### config.mk
export PLATFORM = sky130hd
export DESIGN_NAME = result_disp_seq
export DESIGN_NICKNAME = d
export VERILOG_FILES = /design/src/rtl/result_disp_seq.sv
export SDC_FILE = /design/constraint.sdc
export NUM_CORES = 1
export LEC_CHECK = 0
export CAP_MARGIN = 20
export CELL_PAD_IN_SITES_DETAIL_PLACEMENT = 2
export CELL_PAD_IN_SITES_GLOBAL_PLACEMENT = 2
export CORE_MARGIN = 2
export CORE_UTILIZATION = 36
export CTS_CLUSTER_SIZE = 12
export DETAILED_ROUTE_END_ITERATION = 8
export PLACE_DENSITY = 0.83
export SKIP_LAST_GASP = 1
export SLEW_MARGIN = 20
export SYNTH_ARGS = -nofsm -noshare
export SYNTH_HDL_FRONTEND = slang
export SYNTH_SLANG_ARGS = --single-unit
### constraint.sdc
create_clock -name i_clk -period 6.4 [get_ports i_clk]
set_input_delay 1.28 -clock i_clk [delete_from_list [all_inputs] [get_ports i_clk]]
set_output_delay 1.28 -clock i_clk [all_outputs]
set_load 0.005 [all_outputs]
### src/rtl/result_disp_seq.sv
// rtl/result_disp_seq.sv - plays last/best reaction-time results on one 7-segment digit
module result_disp_seq #(
  parameter int DIGIT_CYC = 20000000,
  parameter int GAP_CYC   = 4000000,
  parameter int CNT_W     = 25
) (
  input  logic        i_clk,
  input  logic        i_rst,
  input  logic [23:0] i_last,
  input  logic [23:0] i_best,
  input  logic        i_req,
  input  logic        i_abort,
  output logic [6:0]  o_seg,
  output logic        o_busy,
  output logic        o_done
);

  typedef enum logic [1:0] {IDLE, SHOW, GAP} state_t;

  localparam logic [CNT_W-1:0] SHOW_LAST = CNT_W'(DIGIT_CYC - 1);
  localparam logic [CNT_W-1:0] GAP_LAST  = CNT_W'((GAP_CYC > 0) ? GAP_CYC - 1 : 0);
  localparam logic             NO_GAP    = (GAP_CYC == 0);

  state_t           state;
  logic [CNT_W-1:0] cnt;
  logic [23:0]      last_q, best_q;
  logic [1:0]       part;      // 0: "L", 1: last digits, 2: "b", 3: best digits
  logic [2:0]       nib;
  logic [1:0]       nxt_part;
  logic [2:0]       nxt_nib;
  logic             seq_end;
  logic             adv;
  logic [6:0]       nxt_glyph;

  // Index of the first nibble to show; an all-F field starts at nibble 0 so it yields one "-".
  function automatic logic [2:0] first_idx(input logic [23:0] x);
    logic [2:0] r;
    r = 3'd0;
    if (x != 24'hFFFFFF)
      for (int i = 1; i < 6; i++)
        if (x[i*4 +: 4] != 4'h0) r = 3'(i);
    return r;
  endfunction

  function automatic logic [6:0] digit_glyph(input logic [3:0] d);
    case (d)
      4'd0:    return 7'h3F;
      4'd1:    return 7'h06;
      4'd2:    return 7'h5B;
      4'd3:    return 7'h4F;
      4'd4:    return 7'h66;
      4'd5:    return 7'h6D;
      4'd6:    return 7'h7D;
      4'd7:    return 7'h07;
      4'd8:    return 7'h7F;
      4'd9:    return 7'h6F;
      default: return 7'h40;
    endcase
  endfunction

  always_comb begin
    nxt_part  = part;
    nxt_nib   = nib;
    seq_end   = 1'b0;
    nxt_glyph = 7'h00;
    case (part)
      2'd0: begin
        nxt_part = 2'd1;
        nxt_nib  = first_idx(last_q);
      end
      2'd1: begin
        if (nib == 3'd0) begin
          nxt_part = 2'd2;
          nxt_nib  = 3'd0;
        end else begin
          nxt_nib = nib - 3'd1;
        end
      end
      2'd2: begin
        nxt_part = 2'd3;
        nxt_nib  = first_idx(best_q);
      end
      default: begin
        if (nib == 3'd0) seq_end = 1'b1;
        else             nxt_nib = nib - 3'd1;
      end
    endcase
    case (nxt_part)
      2'd0:    nxt_glyph = 7'h38;
      2'd1:    nxt_glyph = digit_glyph(last_q[{nxt_nib, 2'b00} +: 4]);
      2'd2:    nxt_glyph = 7'h7C;
      default: nxt_glyph = digit_glyph(best_q[{nxt_nib, 2'b00} +: 4]);
    endcase
  end

  assign adv = ((state == SHOW) && (cnt == SHOW_LAST) && NO_GAP) ||
               ((state == GAP)  && (cnt == GAP_LAST));

  always_ff @(posedge i_clk) begin
    if (i_rst) begin
      state  <= IDLE;
      cnt    <= '0;
      last_q <= '0;
      best_q <= '0;
      part   <= 2'd0;
      nib    <= 3'd0;
      o_seg  <= 7'h00;
      o_busy <= 1'b0;
      o_done <= 1'b0;
    end else if (i_abort) begin
      state  <= IDLE;
      cnt    <= '0;
      o_seg  <= 7'h00;
      o_busy <= 1'b0;
      o_done <= 1'b0;
    end else begin
      o_done <= 1'b0;
      case (state)
        IDLE: begin
          if (i_req) begin
            last_q <= i_last;
            best_q <= i_best;
            part   <= 2'd0;
            nib    <= 3'd0;
            cnt    <= '0;
            state  <= SHOW;
            o_seg  <= 7'h38;
            o_busy <= 1'b1;
          end
        end
        SHOW: begin
          if (cnt == SHOW_LAST) begin
            cnt <= '0;
            if (!NO_GAP) begin
              state <= GAP;
              o_seg <= 7'h00;
            end
          end else begin
            cnt <= cnt + 1'b1;
          end
        end
        GAP: begin
          if (cnt == GAP_LAST) cnt <= '0;
          else                 cnt <= cnt + 1'b1;
        end
        default: state <= IDLE;
      endcase
      if (adv) begin
        if (seq_end) begin
          state  <= IDLE;
          o_seg  <= 7'h00;
          o_busy <= 1'b0;
          o_done <= 1'b1;
        end else begin
          state <= SHOW;
          part  <= nxt_part;
          nib   <= nxt_nib;
          o_seg <= nxt_glyph;
        end
      end
    end
  end

endmodule
==> results of run 1 <==
[worst max-delay path: stages (launching register included)]
cell and delay [ns]:
dfxtp_1 0.63, nand2b_1 0.37, o211ai_1 0.34, o22a_1 0.54, a31oi_2 0.47, a22oi_1 0.18, a22oi_2 0.42, inv_1 0.16
ha_1 0.25, nor3_1 0.21, a22oi_1 0.09, o211a_1 0.16, o41ai_1 0.33, o21bai_1 0.16
[sequential cells by signal (all words and copies together) (netlist names)]
name,cells
nib,3
part,2
last_q,24
o_busy,1
state,2
o_seg,7
o_done,1
best_q,24
cnt,25
[synthesized netlist by cell type (8+ instances only)]
| library cell | number |
|---|---|
| nand2_1 | 136 |
| dfxtp_1 | 89 |
| a21oi_1 | 75 |
| nor2_1 | 50 |
| clkbuf_1 | 25 |
| nand3_1 | 25 |
| nand4_1 | 24 |
| ha_1 | 16 |
| inv_1 | 15 |
| o21ai_0 | 14 |
| nor3_1 | 12 |
| xor2_1 | 12 |
| mux2i_1 | 11 |
| o31ai_1 | 8 |
[cell families (layout without fill, tap and decap cells)]
family | count (synthesis) | after routing | share of synthesized area
simple gates | 303 | 303 | 0.2798
compound gates | 175 | 175 | 0.2414
flops | 89 | 89 | 0.3465
buf+inv | 44 | 93 | 0.03601
fa+ha+maj | 16 | 16 | 0.03893
xor+xnor | 16 | 16 | 0.02725
mux | 15 | 15 | 0.03017
[final cells by class]
| class | instances | share of cell area |
|---|---|---|
| Timing Repair Buffer | 62 | 0.1006 |
| Clock inverter | 6 | 0.01455 |
| Multi-Input combinational cell | 525 | 0.5146 |
| Clock buffer | 10 | 0.03698 |
| Inverter | 15 | 0.009093 |
| Sequential cell | 89 | 0.2877 |
| Tap cell | 180 | 0.03637 |
[stage by stage]
step | setup WS [ns] | area (um^2) | total power [mW] | instances | util
2_1_floorplan | 2.921 | 5142 | 0.8405 | 658 | -
6_report | 2.018 | 6192 | 1.540 | 887 | 0.4444
3_5_place_dp | 2.155 | 5853 | 0.9556 | 870 | 0.4200
3_3_place_gp | 2.432 | 5853 | 0.9376 | 870 | 0.4200
5_1_grt | 1.649 | 6192 | 1.610 | 887 | 0.4444
4_1_cts | 2.040 | 6172 | 1.553 | 886 | 0.4429
[metal layers]
metal | vias to the layer above | routed length [um] | part of all wire
li1 | 2470 | - | -
met1 | 2572 | 8033 | 0.44
met2 | 90 | 9331 | 0.51
met3 | 25 | 549 | 0.030
met4 | 0 | 300 | 0.016
met5 | - | 0 | 0
[final timing paths]
path / cells past startpoint / to / start / slack (ns)
setup reg to reg: 13 / o_seg[0]$_SDFFE_PP0P_ / part[0]$_SDFFE_PP0N_ / 2.02
hold reg to reg: 2 / o_seg[6]$_SDFFE_PP0P_ / o_seg[6]$_SDFFE_PP0P_ / 0.46
hold / removal: 2 / o_seg[6]$_SDFFE_PP0P_ / o_seg[6]$_SDFFE_PP0P_ / 0.46
setup / recovery: 13 / o_seg[0]$_SDFFE_PP0P_ / part[0]$_SDFFE_PP0N_ / 2.02
[power by group through the flow]
stage          clock network (mW)  registers, mW  logic (mW)
2_1_floorplan                   0          0.595       0.246
3_3_place_gp                    0          0.602       0.336
3_5_place_dp                    0          0.603       0.353
4_1_cts                     0.602          0.591       0.360
5_1_grt                     0.622          0.594       0.394
6_report                    0.585          0.592       0.363
==> flow_summary_export.csv, run 1 <==
group,metric,value,unit
outcome,outcome,"complete, no violations",
yosys,synth.area.top_cells,"dfxtp_1 (35%), nand2_1 (9.9%), a21oi_1 (7.3%)",
grt,grt-ovfl-total,0,
route,firstDrtPassIters,4,
yosys,syn_area_per_cell,7.815,um^2
clocking,ctsHoldBuffers,0,
timing,slew_headroom,0.3414,
die,die_area,15260,um^2
route,wl,18.22,mm
layout,layout_commonest_cell,"nand2_1",
die,floorplan.initialDensity,0.3690,
grt,use_met1,0.2994,
die,boundaryPins,61,
timing,max_freq,228.2,MHz
power,comb_power_share,0.236,
yosys,synth-edff-count,0,
timing,fin_crit,4.382,ns
yosys,yosys_warnings,0,
layout,multi_input_area,3187,um^2
yosys,ys_async_sr_fraction,0,
clocking,post_cts_buffers,0,
yosys,ys.flop_type,"dfxtp_1",
die,core_area,13930,um^2
clocking,clock_path_buffers,2,
worst_setup_path,start_kind,"flip-flop",
worst_hold_path,hp-class,"flip-flop to flip-flop",
layout,fillers,1573,
grt,grt_pass1_vias,5545,
grt,grt_pass1_wl,29.44,mm
route,num_vias,5157,
grt,grt_use_total,0.2490,
grt,grtUsageMet2,0.4478,
clocking,cts_tree,"done",
power,swShare,0.3116,
power,internal-power,1.060,mW
route,wl_per_cell,20.54,um
worst_setup_path,crit_arrival,4.68,ns
power,p_seq_frac,0.384,
layout,most-common-layout-cells,"nand2_1 (136), dfxtp_1 (89), a21oi_1 (75)",
clocking,cts_root_buffer,"clkbuf_16",
timing,hold-worst-slack,0.4586,ns
die,die_w,123.5,um
flow_run,maxCapViolCount,0,
clocking,cts-htree-levels,3,
placement,portBuffers,60,
layout,nets,770,
timing,rsz0062_at_grt,"no",
worst_setup_path,path_class,"flip-flop to flip-flop",
worst_setup_path,end_kind,"flip-flop",
power,p_clk_frac,0.380,
timing,setup_viol,0,
die,rows,43,
power,power.density,248.7,nW/um^2
grt,antenna_found_initial,0,
timing,finalCritPeriodShare,0.6847,
layout,antenna_cells,0,
power,leakage,2.112,nW
timing,maxSlewViolCount,0,
clocking,clk_pin_slew,0.07,ns
route,vias_per_cell,5.814,
yosys,yosys_register_bits,89,
yosys,synth_top_area_cell,"dfxtp_1",
route,drc,0,
clocking,insertion_delay,0.36,ns
yosys,synth_nets,726,
clocking,clock_sinks,89,
power,p_switching,0.4798,mW
yosys,synth_cell_type_count,83,
timing,finClkSkew,0.008251,ns
grt,grtUsageMet3,0.04382,
route,drt_iter0_drc,268,
clocking,cts_buffers,9,
yosys,yosysSeqAreaShare,0.3465,
layout,seq_area,1782,um^2
worst_setup_path,worstPathMaxFanout,15,
yosys,synth_cells,658,
timing,hold_viol,0,
route,ant_nets,0,
grt,grt_max_degree,56,
yosys,netlist_area,5142,um^2
timing,worstMarginPinSlew,0.9878,ns
placement,place_hpwl,13.40,mm
worst_setup_path,cp.required,6.69,ns
die,die-height,123.5,um
yosys,yosysTopAreaCellShare,0.3465,
layout,drive_gt1_frac,0.07072,
clocking,cts_resized,0,
timing,setup_tns,0,ns
grt,top_usage_layer,"met2",
power,ir_drop,152.2,uV
layout,area_growth,20.41,%
placement,gp_congestion,0.8890,
Note: power is estimated with default switching activity, not from simulation.
==> run 2, diff against run 1 <==
- CORE_UTILIZATION: 36 -> 33
- PLACE_DENSITY: 0.83 -> 0.77
- clock period: 6.4 -> 4.3 ns (I/O delays scaled with it)
==> flow_summary_export.csv, run 2 (synthesized netlist as in run 1, its figures left out) <==
group,metric,value,unit
outcome,outcome,"complete, no violations",
grt,grt_pass1_vias,5533,
power,ir_drop,213.3,uV
layout,antenna_cells,0,
grt,grt-ovfl-total,0,
timing,setup_tns,0,ns
timing,worstMarginPinSlew,0.9617,ns
route,drc,0,
timing,finClkSkew,0.005272,ns
timing,max_freq,249.1,MHz
clocking,cts_buffers,9,
layout,seq_area,1782,um^2
layout,area_growth,21.51,%
clocking,ctsHoldBuffers,0,
flow_run,maxCapViolCount,0,
route,wl,17.85,mm
layout,final_util,0.4110,
worst_setup_path,crit_start,"last_q[16]$_SDFFE_PP0P_",
layout,top_regs,"cnt x25, best_q x24, last_q x24",
clocking,clk_pin_slew,0.06,ns
clocking,cts_root_buffer,"clkbuf_16",
timing,rsz0062_at_grt,"no",
die,die_w,128.8,um
power,leakage,2.131,nW
die,core_area,15200,um^2
die,floorplan.initialDensity,0.3383,
timing,hold-worst-slack,0.4668,ns
worst_hold_path,hold_depth,2,
route,vias_per_cell,5.698,
timing,hold_viol,0,
worst_setup_path,start_kind,"flip-flop",
worst_setup_path,worstPathMaxFanout,7,
worst_setup_path,end_kind,"flip-flop",
layout,largest-register,"cnt",
worst_setup_path,crit_arrival,4.30,ns
layout,nets,776,
timing,fin_crit,4.014,ns
layout,drive_gt1_frac,0.07714,
worst_setup_path,r2r_cells,13,
clocking,clock_sinks,89,
worst_setup_path,critical-path-max-stage-delay,0.62,ns
clocking,insertion_delay,0.36,ns
clocking,clock_path_buffers,2,
worst_setup_path,worst_r2r_endpoint,"o_seg[0]$_SDFFE_PP0P_",
placement,gp_congestion,0.9053,
route,num_vias,5134,
worst_setup_path,rrSetupSlack,0.29,ns
worst_hold_path,hp-class,"flip-flop to flip-flop",
route,wl_per_cell,19.81,um
grt,grt_use_total,0.2197,
timing,finalCritPeriodShare,0.9335,
die,die-height,128.8,um
clocking,cts_resized,0,
layout,most-common-layout-cells,"nand2_1 (136), dfxtp_1 (89), a21oi_1 (75)",
worst_setup_path,slowest_stage,"or4_1",
die,die_area,16600,um^2
layout,layout_commonest_cell,"nand2_1",
route,firstDrtPassIters,4,
worst_hold_path,holdCritStartpoint,"o_seg[1]$_SDFFE_PP0P_",
timing,slew_headroom,0.3588,
timing,maxSlewViolCount,0,
timing,setup_viol,0,
die,boundaryPins,61,
placement,place_hpwl,13.49,mm
layout,largest_reg_flops,25,
clocking,cts-htree-levels,3,
die,rows,45,
worst_setup_path,path_cells,"or4_1 > a2111oi_4 > o22a_1 > mux2_2 > a22oi_1 > a22oi_2 > inv_1 > ha_1 > nor3_1 > a22oi_1 > o211a_1 > o41ai_1 > o21bai_1",
worst_setup_path,path_class,"flip-flop to flip-flop",
layout,multi_input_area,3207,um^2
layout,fillers,1734,
grt,antenna_found_initial,0,
grt,grt_pass1_wl,28.86,mm
power,power.density,365.2,nW/um^2
grt,grt_max_degree,55,
clocking,cts_tree,"done",
placement,portBuffers,60,
layout,fin_area,6248,um^2
route,drt_iter0_drc,185,
placement,place_inst,885,
layout,stdcell_count,901,
worst_setup_path,cp.required,4.59,ns
clocking,post_cts_buffers,0,
route,ant_nets,0,
worst_setup_path,cpMostUsedCell,"a22oi_1",
placement,place_area,5916,um^2
worst_setup_path,r2r_start,"last_q[16]$_SDFFE_PP0P_",
worst_hold_path,whs_endpoint,"o_seg[1]$_SDFFE_PP0P_",
[run 2: changes by cell type in the layout (fill, tap and decap cells not counted), sizes merged]
cell | before | now
clkbuf | 10 | 11
inv | 17 | 15
clkinvlp | 1 | 2
buf | 3 | 9
[run 2: worst max path at each step]
stage | end | slack (ns)
2_1_floorplan | o_seg[0]$_SDFFE_PP0P_ | 0.82
3_3_place_gp | o_seg[0]$_SDFFE_PP0P_ | 0.48
3_5_place_dp | o_seg[0]$_SDFFE_PP0P_ | 0.31
4_1_cts | o_seg[0]$_SDFFE_PP0P_ | 0.21
5_1_grt | o_seg[0]$_SDFFE_PP0P_ | 0.05
6_report | o_seg[0]$_SDFFE_PP0P_ | 0.29
[run 2: power breakdown]
group          leakage (nW)  total (mW)  internal (mW)  switching, mW
logic                  1.26       0.544          0.223          0.320
clock network         0.146       0.858          0.509          0.349
registers             0.723       0.880          0.850         0.0304
[run 2: layout make-up]
| cell class | instances | share of cell area |
|---|---|---|
| clock buffers | 11 | 0.03724 |
| clock inverters | 5 | 0.01282 |
| inverters | 15 | 0.009011 |
| multi-input cells | 525 | 0.5132 |
| flip-flops and latches | 89 | 0.2851 |
| well taps | 188 | 0.03765 |
| repair buffers | 68 | 0.1049 |
[run 2: through the flow]
stage	power, mW	worst slack [ns]
5_1_grt	2.390	0.05367
6_report	2.282	0.2861
3_3_place_gp	1.411	0.4843
2_1_floorplan	1.251	0.8210
4_1_cts	2.302	0.2057
3_5_place_dp	1.429	0.3089
[run 2: routing by layer]
| metal | vias up | GRT usage | routed length, um |
|---|---|---|---|
| met3 | 22 | 0.03825 | 459 |
| met5 | - | 0 | 0 |
| li1 | 2478 | - | - |
| met4 | 0 | 0.06650 | 315 |
| met2 | 61 | 0.4143 | 9496 |
| met1 | 2573 | 0.2516 | 7578 |
[run 2: worst max-delay path, delay by kind of cell, from the launching register on]
| kind | cells | cell delay [ns] |
|---|---|---|
| flip-flops | 1 | 0.34 |
| multiplexers | 1 | 0.24 |
| buffers and inverters | 1 | 0.16 |
| AND/OR/NAND/NOR | 2 | 0.85 |
| AO/OA/AOI/OAI | 8 | 2.11 |
| adder cells (fa/ha/maj) | 1 | 0.25 |
==> run 3, diff against run 2 <==
- CORE_UTILIZATION: 33 -> 34
- CTS_BUF_LIST: default -> sky130_fd_sc_hd__clkbuf_4 sky130_fd_sc_hd__clkbuf_8
- PLACE_DENSITY: 0.77 -> 0.79
==> flow_summary_export.csv, run 3 (synthesized netlist as in run 1, its figures left out) <==
group,metric,value,unit
layout,largest_reg_flops,25,
worst_hold_path,holdCritStartpoint,"o_seg[6]$_SDFFE_PP0P_",
die,floorplan.initialDensity,0.3512,
worst_setup_path,cp.required,4.63,ns
power,internal-power,1.292,mW
timing,maxSlewViolCount,0,
layout,area_growth,18.71,%
worst_setup_path,worstPathMaxFanout,7,
clocking,cts_root_buffer,"clkbuf_8",
power,ir_drop,195.8,uV
grt,grt_pass1_vias,5481,
power,power.density,324.7,nW/um^2
layout,nets,777,
power,p_seq_frac,0.443,
worst_hold_path,hp-class,"flip-flop to flip-flop",
timing,slew_headroom,0.3451,
placement,gp_congestion,0.8830,
placement,portBuffers,60,
clocking,ctsHoldBuffers,0,
grt,grt-ovfl-total,0,
clocking,clock_path_buffers,2,
worst_setup_path,start_kind,"flip-flop",
route,firstDrtPassIters,4,
timing,finClkSkew,0.01368,ns
power,leakage,2.081,nW
clocking,clock_sinks,89,
outcome,outcome,"complete, no violations",
worst_setup_path,path_class,"flip-flop to flip-flop",
power,swShare,0.3483,
route,num_vias,5086,
timing,hold-worst-slack,0.4651,ns
timing,max_freq,252.6,MHz
placement,place_hpwl,13.25,mm
worst_setup_path,crit_arrival,4.29,ns
timing,fin_crit,3.959,ns
layout,layout_commonest_cell,"nand2_1",
route,vias_per_cell,5.664,
layout,final_util,0.4169,
route,drt_iter0_drc,233,
die,die_w,127.0,um
layout,stdcell_count,898,
clocking,cts_tree,"done",
clocking,clk_pin_slew,0.09,ns
power,finalPower,1.982,mW
timing,worstMarginPinSlew,0.9734,ns
route,ant_nets,0,
layout,most-common-layout-cells,"nand2_1 (136), dfxtp_1 (89), a21oi_1 (75)",
grt,grt_use_total,0.2221,
timing,finalCritPeriodShare,0.9207,
die,die_area,16120,um^2
route,drc,0,
worst_setup_path,end_kind,"flip-flop",
grt,grt_pass1_wl,28.56,mm
flow_run,maxCapViolCount,0,
clocking,cts-htree-levels,3,
layout,antenna_cells,0,
timing,rsz0062_at_grt,"no",
placement,place_inst,881,
route,wl,17.53,mm
grt,antenna_found_initial,0,
route,wl_per_cell,19.52,um
timing,setup_viol,0,
clocking,cts_buffers,9,
timing,hold_viol,0,
layout,seq_area,1782,um^2
layout,multi_input_area,3199,um^2
layout,fillers,1705,
power,comb_power_share,0.278,
die,boundaryPins,61,
die,rows,44,
die,die-height,127.0,um
die,core_area,14640,um^2
timing,setup_tns,0,ns
grt,grt_max_degree,50,
layout,top_regs,"cnt x25, best_q x24, last_q x24",
power,p_switching,0.6905,mW
worst_setup_path,crit_start,"best_q[12]$_SDFFE_PP0P_",
clocking,insertion_delay,0.40,ns
layout,largest-register,"cnt",
worst_setup_path,r2r_start,"best_q[12]$_SDFFE_PP0P_",
layout,drive_gt1_frac,0.08403,
power,p_clk_frac,0.279,
-- run 3: cell types whose count changed in the layout (fill, tap and decap cells not counted), sizes merged --
cell,before,now
inv,15,17
bufinv,2,0
clkbuf,11,10
buf,9,10
clkinv,1,2
-- run 3: power groups by stage --
stage                     logic [mW]  clock network (mW)  registers [mW]
final                          0.550               0.553           0.879
after CTS                      0.546               0.572           0.879
after floorplan                0.366                   0           0.886
after global placement         0.515                   0           0.896
after global routing           0.599               0.600           0.883
after detailed placement       0.535                   0           0.897
-- run 3: routing by layer --
layer  wire (um)  vias up  GRT usage
met3         581       24    0.04271
li1            -     2476          -
met2        8510       84     0.3833
met5           0        -          0
met4         327        0    0.07175
met1        8112     2502     0.2800
-- run 3: through the flow --
stage,setup slack [ns],instance area [um^2]
2_1_floorplan,0.8210,5142
3_3_place_gp,0.4537,5911
3_5_place_dp,0.2817,5911
4_1_cts,0.2166,6085
5_1_grt,0.01164,6105
6_report,0.3410,6105
-- run 3: final timing paths --
path | end | cells past startpoint | slack, ns
max reg2reg | o_seg[0]$_SDFFE_PP0P_ | 13 | 0.34
max | o_seg[0]$_SDFFE_PP0P_ | 13 | 0.34
min reg2reg | o_seg[6]$_SDFFE_PP0P_ | 2 | 0.47
min | o_seg[6]$_SDFFE_PP0P_ | 2 | 0.47
-- run 3: cell type report --
cell class	instances	area share
Inverter	15	0.009223
Timing Repair Buffer	69	0.1086
Tap cell	184	0.03771
Multi-Input combinational cell	525	0.5241
Sequential cell	89	0.2919
Clock buffer	10	0.02152
Clock inverter	6	0.006969
-- run 3: what timing repair did --
action,in CTS,in global routing
endpoints found under the hold margin,0,0
resized for setup,0,3
setup buffers,0,1
setup endpoints to repair,0,1
-- run 3: critical path: stages, from the launching register on --
cell,delay [ns]
dfxtp_1,0.46
nand4_1,0.13
or4_1,0.61
o211a_1,0.39
nor4_4,0.51
a22oi_1,0.16
a22oi_2,0.36
inv_1,0.15
ha_1,0.24
nor3_1,0.19
a22oi_1,0.09
o211a_1,0.16
o41ai_1,0.30
o21bai_1,0.15
==> variant 1: new RTL, config.mk and constraints of run 3 <==
Reset style: asynchronous (`i_rst`), changed in one clocked block.
--- a/src/rtl/result_disp_seq.sv
+++ b/src/rtl/result_disp_seq.sv
@@ -97,5 +97,5 @@
                ((state == GAP)  && (cnt == GAP_LAST));
 
-  always_ff @(posedge i_clk) begin
+  always_ff @(posedge i_clk or posedge i_rst) begin
     if (i_rst) begin
       state  <= IDLE;
Check against the original RTL: differs if i_rst is asserted again (counterexample within 4 cycles, from zero or initial values and one cycle with i_rst high); with i_rst held inactive, the same outputs for 4 cycles.
==> variant 1 against run 3 <==
Area after synthesis is 2.4% higher. Core utilization is 0.32 points higher. Worst setup slack worse by 0.090 ns. Highest routed layer unchanged. Routed wire length is 10% lower. Final area is 4.2% higher. Non-clock buffer count is 10 higher. Sequential cell count stayed put.
Power is not compared: it rests on default switching activity, and its combinational part moved more than twofold at a synthesized area within 25%.
==> variant 1: results (changes against run 3) <==
dpl cells=780 (-11%); Final Instance Count excl. Fillers=796 (-11%); pre-CTS WS=0.110 ns (-0.172 ns); vias in the first global route=4956 (-9.6%); Clock Skew=0.0133 ns (-0.000371 ns); leading cell types by total area after synthesis=dfrtp_1 (42%), mux2_2 (12%), o21ai_0 (4.6%); largest net degree at the start of global routing=52 (+4.0%); CP max stage delay=0.39 ns (-0.22 ns); WP data arrival=4.35 ns (+0.06 ns); Post-DP HPWL=11800 um (-11%); crit path max fanout=6 (-1); global-route wire length before repair=26000 um (-9.1%); Yosys cell types=54 (-35%); WL final=15800 um (-10%); Routability Congestion=0.820 (-7.1%); Avg Inst Size Synth=9.80 um2 (+25%); Syn Nets=608 (-16%); Worst R2R Start=nib[0]; CP max-delay cell=dfrtp_1; number of vias per cell=5.56 (-1.9%); post-synthesis sequential area ratio=0.423 (+0.0765); # fillers=1601 (-6.1%); status=finished clean; core area=15100 um2 (+3.4%); dpl cell area=6140 um2 (+3.9%); Total GRT Usage=0.199 (-0.0228)
-- variant 1: cell types whose count changed in the layout (fill, tap and decap cells not counted), sizes merged, moves of 9 or more --
cell / delta
a21oi: -45
buf: +9
dfrtp: +89
dfxtp: -89
mux2: +55
nand2: -98
nand4: -9
o21ai: +33
-- variant 1: kinds of logic after synthesis --
kind of cell    after synthesis  synth area share
compound gates              121             0.153
xor+xnor                     17            0.0283
mux                          63             0.139
fa+ha+maj                    19            0.0452
buf+inv                      40            0.0302
simple gates                188             0.182
flops                        89             0.423
-- variant 1: worst paths after layout --
| kind | to | slack (ns) | cells after the start |
|---|---|---|---|
| worst max-delay path | o_seg[3] | 0.25 | 17 |
| min in group asynchronous | best_q[20] | 0.80 | 2 |
| max in group asynchronous | last_q[4] | 2.65 | 3 |
| worst min-delay path | o_seg[1] | 0.50 | 2 |
| worst max register to register | o_seg[3] | 0.25 | 17 |
| worst min register to register | o_seg[1] | 0.50 | 2 |
-- variant 1: timing repair --
| item | 4_1_cts | 5_1_grt |
|---|---|---|
| setup endpoints to repair | 0 | 7 |
| resized for setup | 0 | 3 |
| buffers inserted | 0 | 2 |
-- variant 1: final cells by class --
class	instances	area share
Timing Repair Buffer	79	0.117
Multi-Input combinational cell	408	0.454
Tap cell	188	0.0370
Sequential cell	89	0.350
Clock inverter	2	0.00610
Clock buffer	12	0.0250
Inverter	18	0.0108
-- variant 1: power by group through the flow --
stage / registers [mW] / clock network, mW / logic, mW
finish: 1.41 / 0.610 / 1.71
global route: 1.45 / 0.657 / 1.88
CTS: 1.41 / 0.630 / 1.71
detailed placement: 1.42 / 0 / 1.68
global placement: 1.40 / 0 / 1.59
floorplan: 1.28 / 0 / 1.22
-- variant 1: layer usage --
layer  GRT usage  share of wire
met1       0.252           0.45
met2       0.345           0.50
met3      0.0374          0.032
met4      0.0640          0.018
met5           0              0
-- variant 1: critical path: cells and delay by family (launching register included) --
family	cells	cell delay (ns)
AO/OA/AOI/OAI	5	1.18
adder cells (fa/ha/maj)	3	0.80
buffers and inverters	4	0.51
flip-flops	1	0.39
multiplexers	1	0.35
AND/OR/NAND/NOR	4	0.76
==> variant 2: new RTL, flow settings as in run 3 <==
Made on the original files. Set the parameter `CNT_W` to 17 (it was 25).
--- a/src/rtl/result_disp_seq.sv
+++ b/src/rtl/result_disp_seq.sv
@@ -3,5 +3,5 @@
   parameter int DIGIT_CYC = 20000000,
   parameter int GAP_CYC   = 4000000,
-  parameter int CNT_W     = 25
+  parameter int CNT_W     = 17
 ) (
   input  logic        i_clk,
Function: same outputs for any inputs over 4 cycles, from zero or initial values and one cycle with i_rst high; that may be too few to reach the edited logic, so the function may still have changed.
==> variant 2 against run 3 <==
Combinational power decreased by 17%. Maximum frequency is 1.4% lower. Core utilization increased by 0.83 points. Critical endpoint is now o_seg[1]. Clock skew up 0.0036 ns. Worst setup slack worse by 0.055 ns. Power is 2.6% higher. Largest power group unchanged. Routed wire length fell by 12%. Area after synthesis is 10% lower. Die area down 10%. Sequential cell count decreased by 8. Largest cell class unchanged. Critical path type unchanged. Final area is 7.8% lower. Count of clock-buffer cells in the layout did not move.
==> variant 2: results (changes against run 3) <==
Slew headroom=0.353 (+0.00813); Yosys cell types=72 (-13%); Syn Nets=661 (-9.0%); htree depth=3 (unchanged); dpl cell area=5350 um2 (-9.4%); Skew-Pair Late Insertion Delay=0.38 ns (-0.02 ns); Post-DP HPWL=11600 um (-13%); synth cell count leaders=nand2_1 (137), dfxtp_1 (81), a21oi_1 (78); Final Instance Count excl. Fillers=823 (-8.4%); dpl cells=807 (-8.4%); vias in the first global route=4926 (-10%); Synth Flop Type=dfxtp_1; crit path max fanout=12 (+5); CP max stage delay=0.41 ns (-0.20 ns); status=finished clean; Total GRT Usage=0.223 (+0.000549); Top Registers=best_q (24), last_q (24), cnt (17); largest net degree at the start of global routing=55 (+10%); warnings from Yosys=0 (unchanged); Max VDD drop=159 uV (-19%); Cells after Synth=593 (-9.9%); post-synthesis sequential area ratio=0.352 (+0.00522); Clock Skew=0.0173 ns (+0.00358 ns); # fillers=1549 (-9.1%); static leakage=2.07 nW (-0.39%); Worst Hold Class=flip-flop to flip-flop; Layout Nets=710 (-8.6%); 1st-iter DRT viols=251 (+7.7%); global-route wire length before repair=25600 um (-10%); leading cell types by total area after synthesis=dfxtp_1 (35%), nand2_1 (11%), a21oi_1 (8.5%); CP max-delay cell=a22oi_1; layout cells sized above 1=0.0835 (-0.000571); FF/Latch Area=1620 um2 (-9.0%); WL final=15400 um (-12%); via count of the routed design=4524 (-11%)
==> variant 2: cell count changes in the layout (fill, tap and decap cells not counted), moves of 4 or more <==
cell       delta
nor3_1       -11
o21ai_0       +9
nand2b_1      -5
nand3_1       -8
bufinv_16     +4
nand4_1       -8
xor2_1        -4
dfxtp_1       -8
nor2_1        -7
o31ai_1       -7
nor2b_1       +4
==> variant 2: through the flow <==
stage	utilization	worst slack, ns
detailed placement	0.404	0.207
finish	0.425	0.286
floorplan	-	0.753
global placement	0.404	0.558
CTS	0.425	0.160
global route	0.425	0.0325
==> variant 2: path summary, 6_finish.rpt <==
path,start,to,slack [ns],cells past startpoint
max,nib[1],o_seg[1],0.29,15
min,o_seg[6],o_seg[6],0.49,2
max reg2reg,nib[1],o_seg[1],0.29,15
min reg2reg,o_seg[6],o_seg[6],0.49,2
==> variant 2: cell families (layout without fill, tap and decap cells) <==
group,Yosys count,count (layout),synth area share
AO/OA/AOI/OAI,154,154,0.222
XOR/XNOR,15,15,0.0285
adder cells (fa/ha/maj),16,16,0.0434
buffers and inverters,41,95,0.0380
flip-flops,81,81,0.352
multiplexers,17,17,0.0426
AND/OR/NAND/NOR,269,269,0.274
==> variant 2: critical path: cells and delay by family (launching register included) <==
kind,cells,cell delay (ns)
adder cells (fa/ha/maj),3,0.80
buffers and inverters,2,0.21
AND/OR/NAND/NOR,3,0.84
multiplexers,1,0.36
AO/OA/AOI/OAI,6,1.35
flip-flops,1,0.34
==> variant 2: layout make-up <==
type                       count  area share
timing repair buffer          66       0.114
clock buffer                  10      0.0244
tap                          176      0.0391
sequential                    81       0.288
clock inverter                 6      0.0244
multi-input combinational    471       0.502
inverter                      13     0.00867
==> variant 2: power by group <==
group	switching, mW	internal (mW)	total (mW)
combinational	0.271	0.187	0.458
sequential	0.0289	0.776	0.805
clock	0.308	0.463	0.772
==> variant 2: per-layer routing <==
| layer | track usage | share of wire | vias up |
|---|---|---|---|
| li1 | - | - | 2185 |
| met1 | 0.276 | 0.46 | 2232 |
| met2 | 0.380 | 0.48 | 78 |
| met3 | 0.0406 | 0.031 | 29 |
| met4 | 0.0908 | 0.027 | 0 |
| met5 | 0 | 0 | - |
